### config.mk
export PLATFORM = sky130hd
export DESIGN_NAME = logic_unit_pipe
export DESIGN_NICKNAME = d
export VERILOG_FILES = /design/src/rtl/logic_unit_pipe.sv
export SDC_FILE = /design/constraint.sdc
export NUM_CORES = 1
export LEC_CHECK = 0
export ABC_AREA = 0
export CORE_AREA = 2 2 67 69
export CTS_BUF_LIST = sky130_fd_sc_hd__clkbuf_4
export DETAILED_ROUTE_END_ITERATION = 16
export DIE_AREA = 0 0 69 71
export DONT_BUFFER_PORTS = 1
export GPL_ROUTABILITY_DRIVEN = 0
export PLACE_DENSITY = 0.74
export SYNTH_ARGS = -nofsm -noshare
export SYNTH_HDL_FRONTEND = slang
export SYNTH_SLANG_ARGS = --single-unit
### constraint.sdc
create_clock -name clk -period 2.4 [get_ports clk]
set_clock_uncertainty 0.15 [all_clocks]
set_input_delay 0.48 -clock clk [delete_from_list [all_inputs] [get_ports clk]]
set_output_delay 0.48 -clock clk [all_outputs]
set_load 0.1 [all_outputs]
### src/rtl/logic_unit_pipe.sv
// Registered bitwise logic unit with zero/parity flags.
// Valid/ready input, 2-entry output skid buffer, 1-cycle latency.
module logic_unit_pipe #(
  parameter int WIDTH = 8
) (
  input  logic             clk,
  input  logic             rst_n,
  input  logic             in_valid,
  output logic             in_ready,
  input  logic [WIDTH-1:0] a,
  input  logic [WIDTH-1:0] b,
  input  logic [2:0]       op,
  output logic             out_valid,
  input  logic             out_ready,
  output logic [WIDTH-1:0] s,
  output logic             zero,
  output logic             parity
);

  typedef struct packed {
    logic [WIDTH-1:0] s;
    logic             z;
    logic             p;
  } ent_t;

  ent_t       res;
  logic [WIDTH-1:0] r;
  ent_t       e0_q, e0_d;
  ent_t       e1_q, e1_d;
  logic [1:0] cnt_q, cnt_d;
  logic       push, pop;

  // Operation decode and flag generation for the incoming operands
  always_comb begin
    r = '0;
    unique case (op)
      3'b000: r = a & b;
      3'b001: r = a | b;
      3'b010: r = ~a;
      3'b011: r = ~(a & b);
      3'b100: r = ~(a | b);
      3'b101: r = a ^ b;
      3'b110: r = ~(a ^ b);
      3'b111: r = a;
      default: r = '0;
    endcase
    res.s = r;
    res.z = (r == '0);
    res.p = ^r;
  end

  // Handshake decoded from the count register only
  assign in_ready  = (cnt_q != 2'd2);
  assign out_valid = (cnt_q != 2'd0);
  assign push      = in_valid && in_ready;
  assign pop       = out_valid && out_ready;

  // e0 is the head; e1 stays zero unless two entries are held
  always_comb begin
    e0_d  = e0_q;
    e1_d  = e1_q;
    cnt_d = cnt_q;
    unique case ({push, pop})
      2'b10: begin
        if (cnt_q == 2'd0) e0_d = res;
        else               e1_d = res;
        cnt_d = cnt_q + 2'd1;
      end
      2'b01: begin
        e0_d  = e1_q;
        e1_d  = '0;
        cnt_d = cnt_q - 2'd1;
      end
      2'b11: begin
        e0_d = res;
      end
      default: ;
    endcase
  end

  // Buffer and count registers
  always_ff @(posedge clk or negedge rst_n) begin
    if (!rst_n) begin
      e0_q  <= '0;
      e1_q  <= '0;
      cnt_q <= 2'd0;
    end else begin
      e0_q  <= e0_d;
      e1_q  <= e1_d;
      cnt_q <= cnt_d;
    end
  end

  assign s      = e0_q.s;
  assign zero   = e0_q.z;
  assign parity = e0_q.p;

endmodule
# After elaboration in Yosys (flattened, before gate mapping)
# Index checks and enable logic that the tools add are counted.
[classes]
add_sub_neg = 2
eq_ne = 13
n_mux = 6
n_bitwise = 7
reduce_logical = 11
[op_table]
columns = ["cell", "n"]
rows = [
  ["$pmux 8 s8", 1],
  ["$not 8->8", 4],
  ["$pmux 10 s3", 1],
  ["$mux 10", 2],
  ["$pmux 10 s2", 1],
  ["$eq 3x3->1 const B", 4],
  ["$and 8x8->8", 1],
  ["$logic_not 8->1", 1],
  ["$or 8x8->8", 1],
  ["$reduce_xor 8->1", 1],
  ["$xor 8x8->8", 1],
  ["$eq 3x2->1 const B", 2],
  ["$ne 2x2->1 const B", 3],
  ["$eq 2x2->1 const B", 2],
  ["$pmux 2 s2", 1],
  ["$reduce_and 2->1", 2],
  ["$reduce_bool 2->1", 2],
  ["$eq 3x1->1 const B", 1],
  ["$logic_not 3->1", 1],
  ["$reduce_bool 3->1", 1],
  ["$add 2x1->2 const B", 1],
  ["$eq 2x1->1 const B", 1],
  ["$logic_and 1x1->1", 2],
  ["$logic_not 2->1", 1],
  ["$sub 2x1->2 const B", 1],
]
[word_totals]
regBits = 22
in_bits = 23
output_inout_bits = 12
word_cells = 46

# Depth between registers and ports, before layout
[logic_depth]
depth_word = 6
ltp_mapped = 12
ltp_nobuf = 11

# Worst setup path before layout
# No wires, ideal clock.
[synth_timing]
path_kind = "reg2reg"
start = "reg cnt_q[0]"
end = "reg e1_q[8] in the netlist's numbering"
setup_time_ns = 0.135
arrival_time_ns = 2.537
required_ns = 2.115
slack_ns = -0.422
stages_incl_launch_ff = 8
path_buffers = 2
synth_period_minus_slack_ns = 2.822
path_cell_list = "dfrtp_1 > nand2b_1 > nand2_1 > ha_1 > clkbuf_1 > o21ai_0 > clkbuf_1 > o21ai_0"
[synth_between]
elab_chain_len = 5
elab_cells_between_ends = 11
cone_classes = "eq/ne: 4; mux: 1; reduce/logical: 6"
[synth_rtl]
columns = ["item", "line_no", "text"]
rows = [
  ["from (decl)", "30", "logic [1:0] cnt_q, cnt_d;"],
  ["from (signal assigned)", "90", "cnt_q <= cnt_d;"],
  ["$ne 2x2->1 (*)", "53", "assign in_ready = (cnt_q != 2'd2);"],
  ["named net in_ready", "9", "output logic in_ready,"],
  ["$logic_and 1x1->1 (*)", "55", "assign push = in_valid && in_ready;"],
  ["$eq 2x2->1 or $eq 2x1->1 (tied branches)", "63", "unique case ({push, pop})"],
  ["$ne 2x2->1 (no source line) or $reduce_bool 2->1 (tied branches)", "n/a", ""],
  ["$reduce_and 2->1 (no source line)", "n/a", ""],
  ["to (signal assigned)", "85", "e1_q <= '0;"],
  ["to (signal assigned)", "89", "e1_q <= e1_d;"],
  ["to (decl)", "29", "ent_t e1_q, e1_d;"],
]
# The timed path passes the listed nets; every way through them passes the cells marked *.
# A chain may end at the register's enable or synchronous reset.

# Final worst setup path
[layout_timing]
start = "in a[2]"
end = "reg e0_q (netlist bit parity)"
[layout_between]
elab_chain_len = 6
elab_cells_between_ends = 11
cone_classes = "mux: 3; bitwise: 7; reduce/logical: 1"
[layout_rtl]
columns = ["item", "line_no", "text"]
rows = [
  ["from (decl)", "10", "input logic [WIDTH-1:0] a,"],
  ["$xor 8x8->8 (tied with other cells)", "42, 43", ""],
  ["$not 8->8, on equally long branches", "43, 40, 41", ""],
  ["$pmux 8 s8 (*)", "36", "unique case (op)"],
  ["$reduce_xor 8->1 (*)", "49", "res.p = ^r;"],
  ["$mux 10", "65", "if (cnt_q == 2'd0) e0_d = res;"],
  ["$pmux 10 s3 (*)", "63", ""],
  ["to (signal assigned)", "84", "e0_q <= '0;"],
  ["to (signal assigned)", "88", "e0_q <= e0_d;"],
  ["to (decl)", "28", "ent_t e0_q, e0_d;"],
]
# Every way passes the cells marked *; elsewhere a longest branch is shown, timed or not. The select of a mux whose other input is x is not followed.

==> flow_metrics.tcl <==
set metrics [dict create \
    worst_pin_slew_ns 0.991 \
    routed-via-count 1683 \
    proportion_of_netlist_area_held_by_the_largest_area_contributor_pct 27.6 \
    cp.arrival_ns 2.39 \
    first_global_vias 1661 \
    synth_top_cell_by_area "dfrtp_1" \
    p_leak_uw 0.00108 \
    max_freq_ghz 0.435 \
    timing.slew.headroom_pct 33.7 \
    rsz0062_at_grt "false" \
    layout.nets 299 \
    cell_at_the_root_of_the_clock_tree "clkbuf_4" \
    detail_route.wl_per_cell_um 13.3 \
    place.detailed.hpwl_um 3150 \
    detail_route.first_pass.iterations 4 \
    post_synth_instance_area_sq_mm 0.00199 \
    synth_cell_types 43 \
    path_class "input pin to register" \
    power_density_mw_per_mm2 1070 \
    cts-buffers-inserted 3 \
    holdWs_ns 0.344 \
    cpPeakStageDelay_ns 0.31 \
    cts_tree "yes" \
    critPathBufInv 1 \
    die_area_sq_mm 0.00490 \
    synth-edff-count 0 \
    synth_top_flop_cell "dfrtp_1" \
    vdd.ir_drop.worst_mv 0.464 \
    status "finished, final reports clean" \
    required_time_of_the_critical_path_ns 2.49 \
    origin_of_the_worst_setup_path "a[2]" \
    die_y_um 71 \
    diode_count 0 \
    tritoncts_num_sinks 22 \
    initial_standard_cell_utilization_of_the_core_pct 47.4 \
    setup.worst_path.start_class "input pin" \
    cts_max_level 1 \
    critPathTopFamily "adder cells" \
    core.rowCount 24 \
    worstSetupEndpointType "register" \
    grt_first_pass_wirelength_um 7190 \
    synthesized_instance_count 235 \
    mean_number_of_vias_per_cell 5.52 \
    antenna_violations_before_repair 0 \
    finish.utilization_pct 56.4 \
    drc_marker_count_from_the_first_detailed_route_iteration 37 \
    port_buffers 0 \
    cts_resized 0 \
    layout_worst_path_cycle_share_pct 95.8 \
    worst_setup_hold_path_clk_slew_ns 0.13 \
    critical_path.max_fanout 4 \
    core-area_sq_mm 0.00420 \
    period_minus_slack_ns 2.30 \
    drc 0 \
    highest_delay_cell_along_the_critical_path "ha_1" \
    timing.critical_path.cells "inv_8 > ha_4 > mux2_4 > o22ai_2 > a211oi_1 > nor3_1 > ha_1 > xnor2_2 > xnor2_1 > mux2i_1 > o21ai_1" \
    syn2layout_area_growth_pct 18.9 \
    finalSetupViolations 0 \
    crit-reg2reg-launch "cnt_q[1]" \
    synth.top_cells.by_count "nand2_1, inv_1, dfrtp_1, ha_1, o21ai_0" \
    clkLatencyLatePin_ns 0.31 \
    synth_seq_area_share_pct 27.6 \
    postSynth.asyncResetShare_pct 100 \
    final_layout_size_suffix_gt1_share_pct 25.7 \
    synth_register_bits 22 \
    grtUsageTotal_pct 17.3 \
    io_pins 35 \
    ant_nets 0 \
    grt_max_degree 38 \
    syn_nets 280 \
    yosys_warnings 0 \
    drv_slew 0 \
    wl_um 4040 \
    globalRoute.totalOverflow 0 \
    synth_top_cells_by_area "dfrtp_1, ha_1, nand2_1" \
    beginning_of_the_worst_hold_path "out_ready" \
    postSynthAreaPerCell_sq_um 8.49 \
    timing.max_cap.violations 0 \
    die_x_um 69 \
    timing_hold_violations_final 0 \
    yosys.cell_count.top_type "nand2_1" \
    clockBufferDepth 2 \
    timing.hold.worst.class "input pin to register" \
]
## metrics by stage
step / TNS (ns) / power, uW / cell area [sq um] / cells / setup WS [ns]
6_report: 0 / 2540 / 2370 / 305 / 0.101
5_1_grt: 0 / 2700 / 2370 / 305 / 0.00362
4_1_cts: 0 / 2560 / 2370 / 305 / 0.0986
3_5_place_dp: -0.419 / 2270 / 2310 / 300 / -0.242
3_3_place_gp: -0.246 / 2230 / 2310 / 300 / -0.135
2_1_floorplan: -0.191 / 1960 / 2120 / 235 / -0.104
## cell type report
class,count,area [sq um]
Inverter,28,124
Clock inverter,1,30.0
Clock buffer,3,22.5
Sequential cell,22,551
Fill cell,396,1830
Multi-Input combinational cell,171,1370
Timing Repair Buffer,28,213
Tap cell,52,65.1
## routing by layer
| metal | track usage [%] | part of all wire (%) |
|---|---|---|
| met2 | 30.3 | 49 |
| met5 | 0 | 0 |
| met3 | 2.42 | 4.2 |
| met1 | 21.8 | 46 |
| met4 | 5.88 | 0.92 |
## flip-flops by register name, indices dropped and copies added (netlist names)
name	count
cnt_q	2
e1_q	10
parity	1
s	8
zero	1
## worst reg2reg max path: cells and delay by family (launching register included)
| family | cells | cell delay (ns) |
|---|---|---|
| DFF | 1 | 0.46 |
| AOI/OAI and AO/OA | 1 | 0.17 |
| buffers and inverters | 3 | 0.38 |
| adders and majority gates | 1 | 0.22 |
| and+or+nand+nor | 3 | 0.61 |
## final timing paths
check / cells past startpoint / slack, ns / end
max: 11 / 0.10 / parity
min: 3 / 0.34 / cnt_q[0]
max reg2reg: 8 / 0.35 / e1_q[7]
min reg2reg: 2 / 0.34 / e1_q[6]
max in group asynchronous: 1 / 0.89 / e1_q[2]
min in group asynchronous: 1 / 0.62 / e1_q[4]
## power breakdown
group | internal (uW) | switching (uW) | total [uW]
Combinational | 498 | 1140 | 1630
Clock | 169 | 115 | 284
Sequential | 534 | 84.1 | 618
## repair_timing
item	4_1_cts	5_1_grt
endpoints found under the hold margin	22	0
setup buffers	0	0
hold buffers	1	0
## cells by family (layout without fill, tap and decap cells)
| family | count (synthesis) | count (layout) | share of synthesized area, % |
|---|---|---|---|
| AO/OA/AOI/OAI | 68 | 68 | 22.6 |
| AND/OR/NAND/NOR | 58 | 58 | 14.1 |
| adder cells (fa/ha/maj) | 22 | 22 | 13.8 |
| XOR/XNOR | 6 | 6 | 2.63 |
| flip-flops | 22 | 22 | 27.6 |
| buffers and inverters | 42 | 60 | 8.85 |
| multiplexers | 17 | 17 | 10.4 |
## cell usage in the layout, fill, tap and decap left out, drive strengths merged, types with 2 or more instances in the layout
| cell | synthesis | layout |
|---|---|---|
| a211oi | 5 | 5 |
| a21oi | 14 | 14 |
| a221oi | 2 | 2 |
| buf | 8 | 27 |
| clkbuf | 6 | 3 |
| dfrtp | 22 | 22 |
| ha | 22 | 22 |
| inv | 27 | 26 |
| mux2 | 7 | 7 |
| mux2i | 8 | 8 |
| mux4 | 2 | 2 |
| nand2 | 28 | 28 |
| nand2b | 3 | 3 |
| nand3b | 3 | 3 |
| nor2 | 9 | 9 |
| nor2b | 6 | 6 |
| nor3 | 2 | 2 |
| nor3b | 3 | 3 |
| o211ai | 10 | 10 |
| o21ai | 20 | 20 |
| o221ai | 5 | 5 |
| o31ai | 3 | 3 |
| or2 | 2 | 2 |
| xnor2 | 4 | 4 |
| xor2 | 2 | 2 |
(Power assumes the default switching activity.)
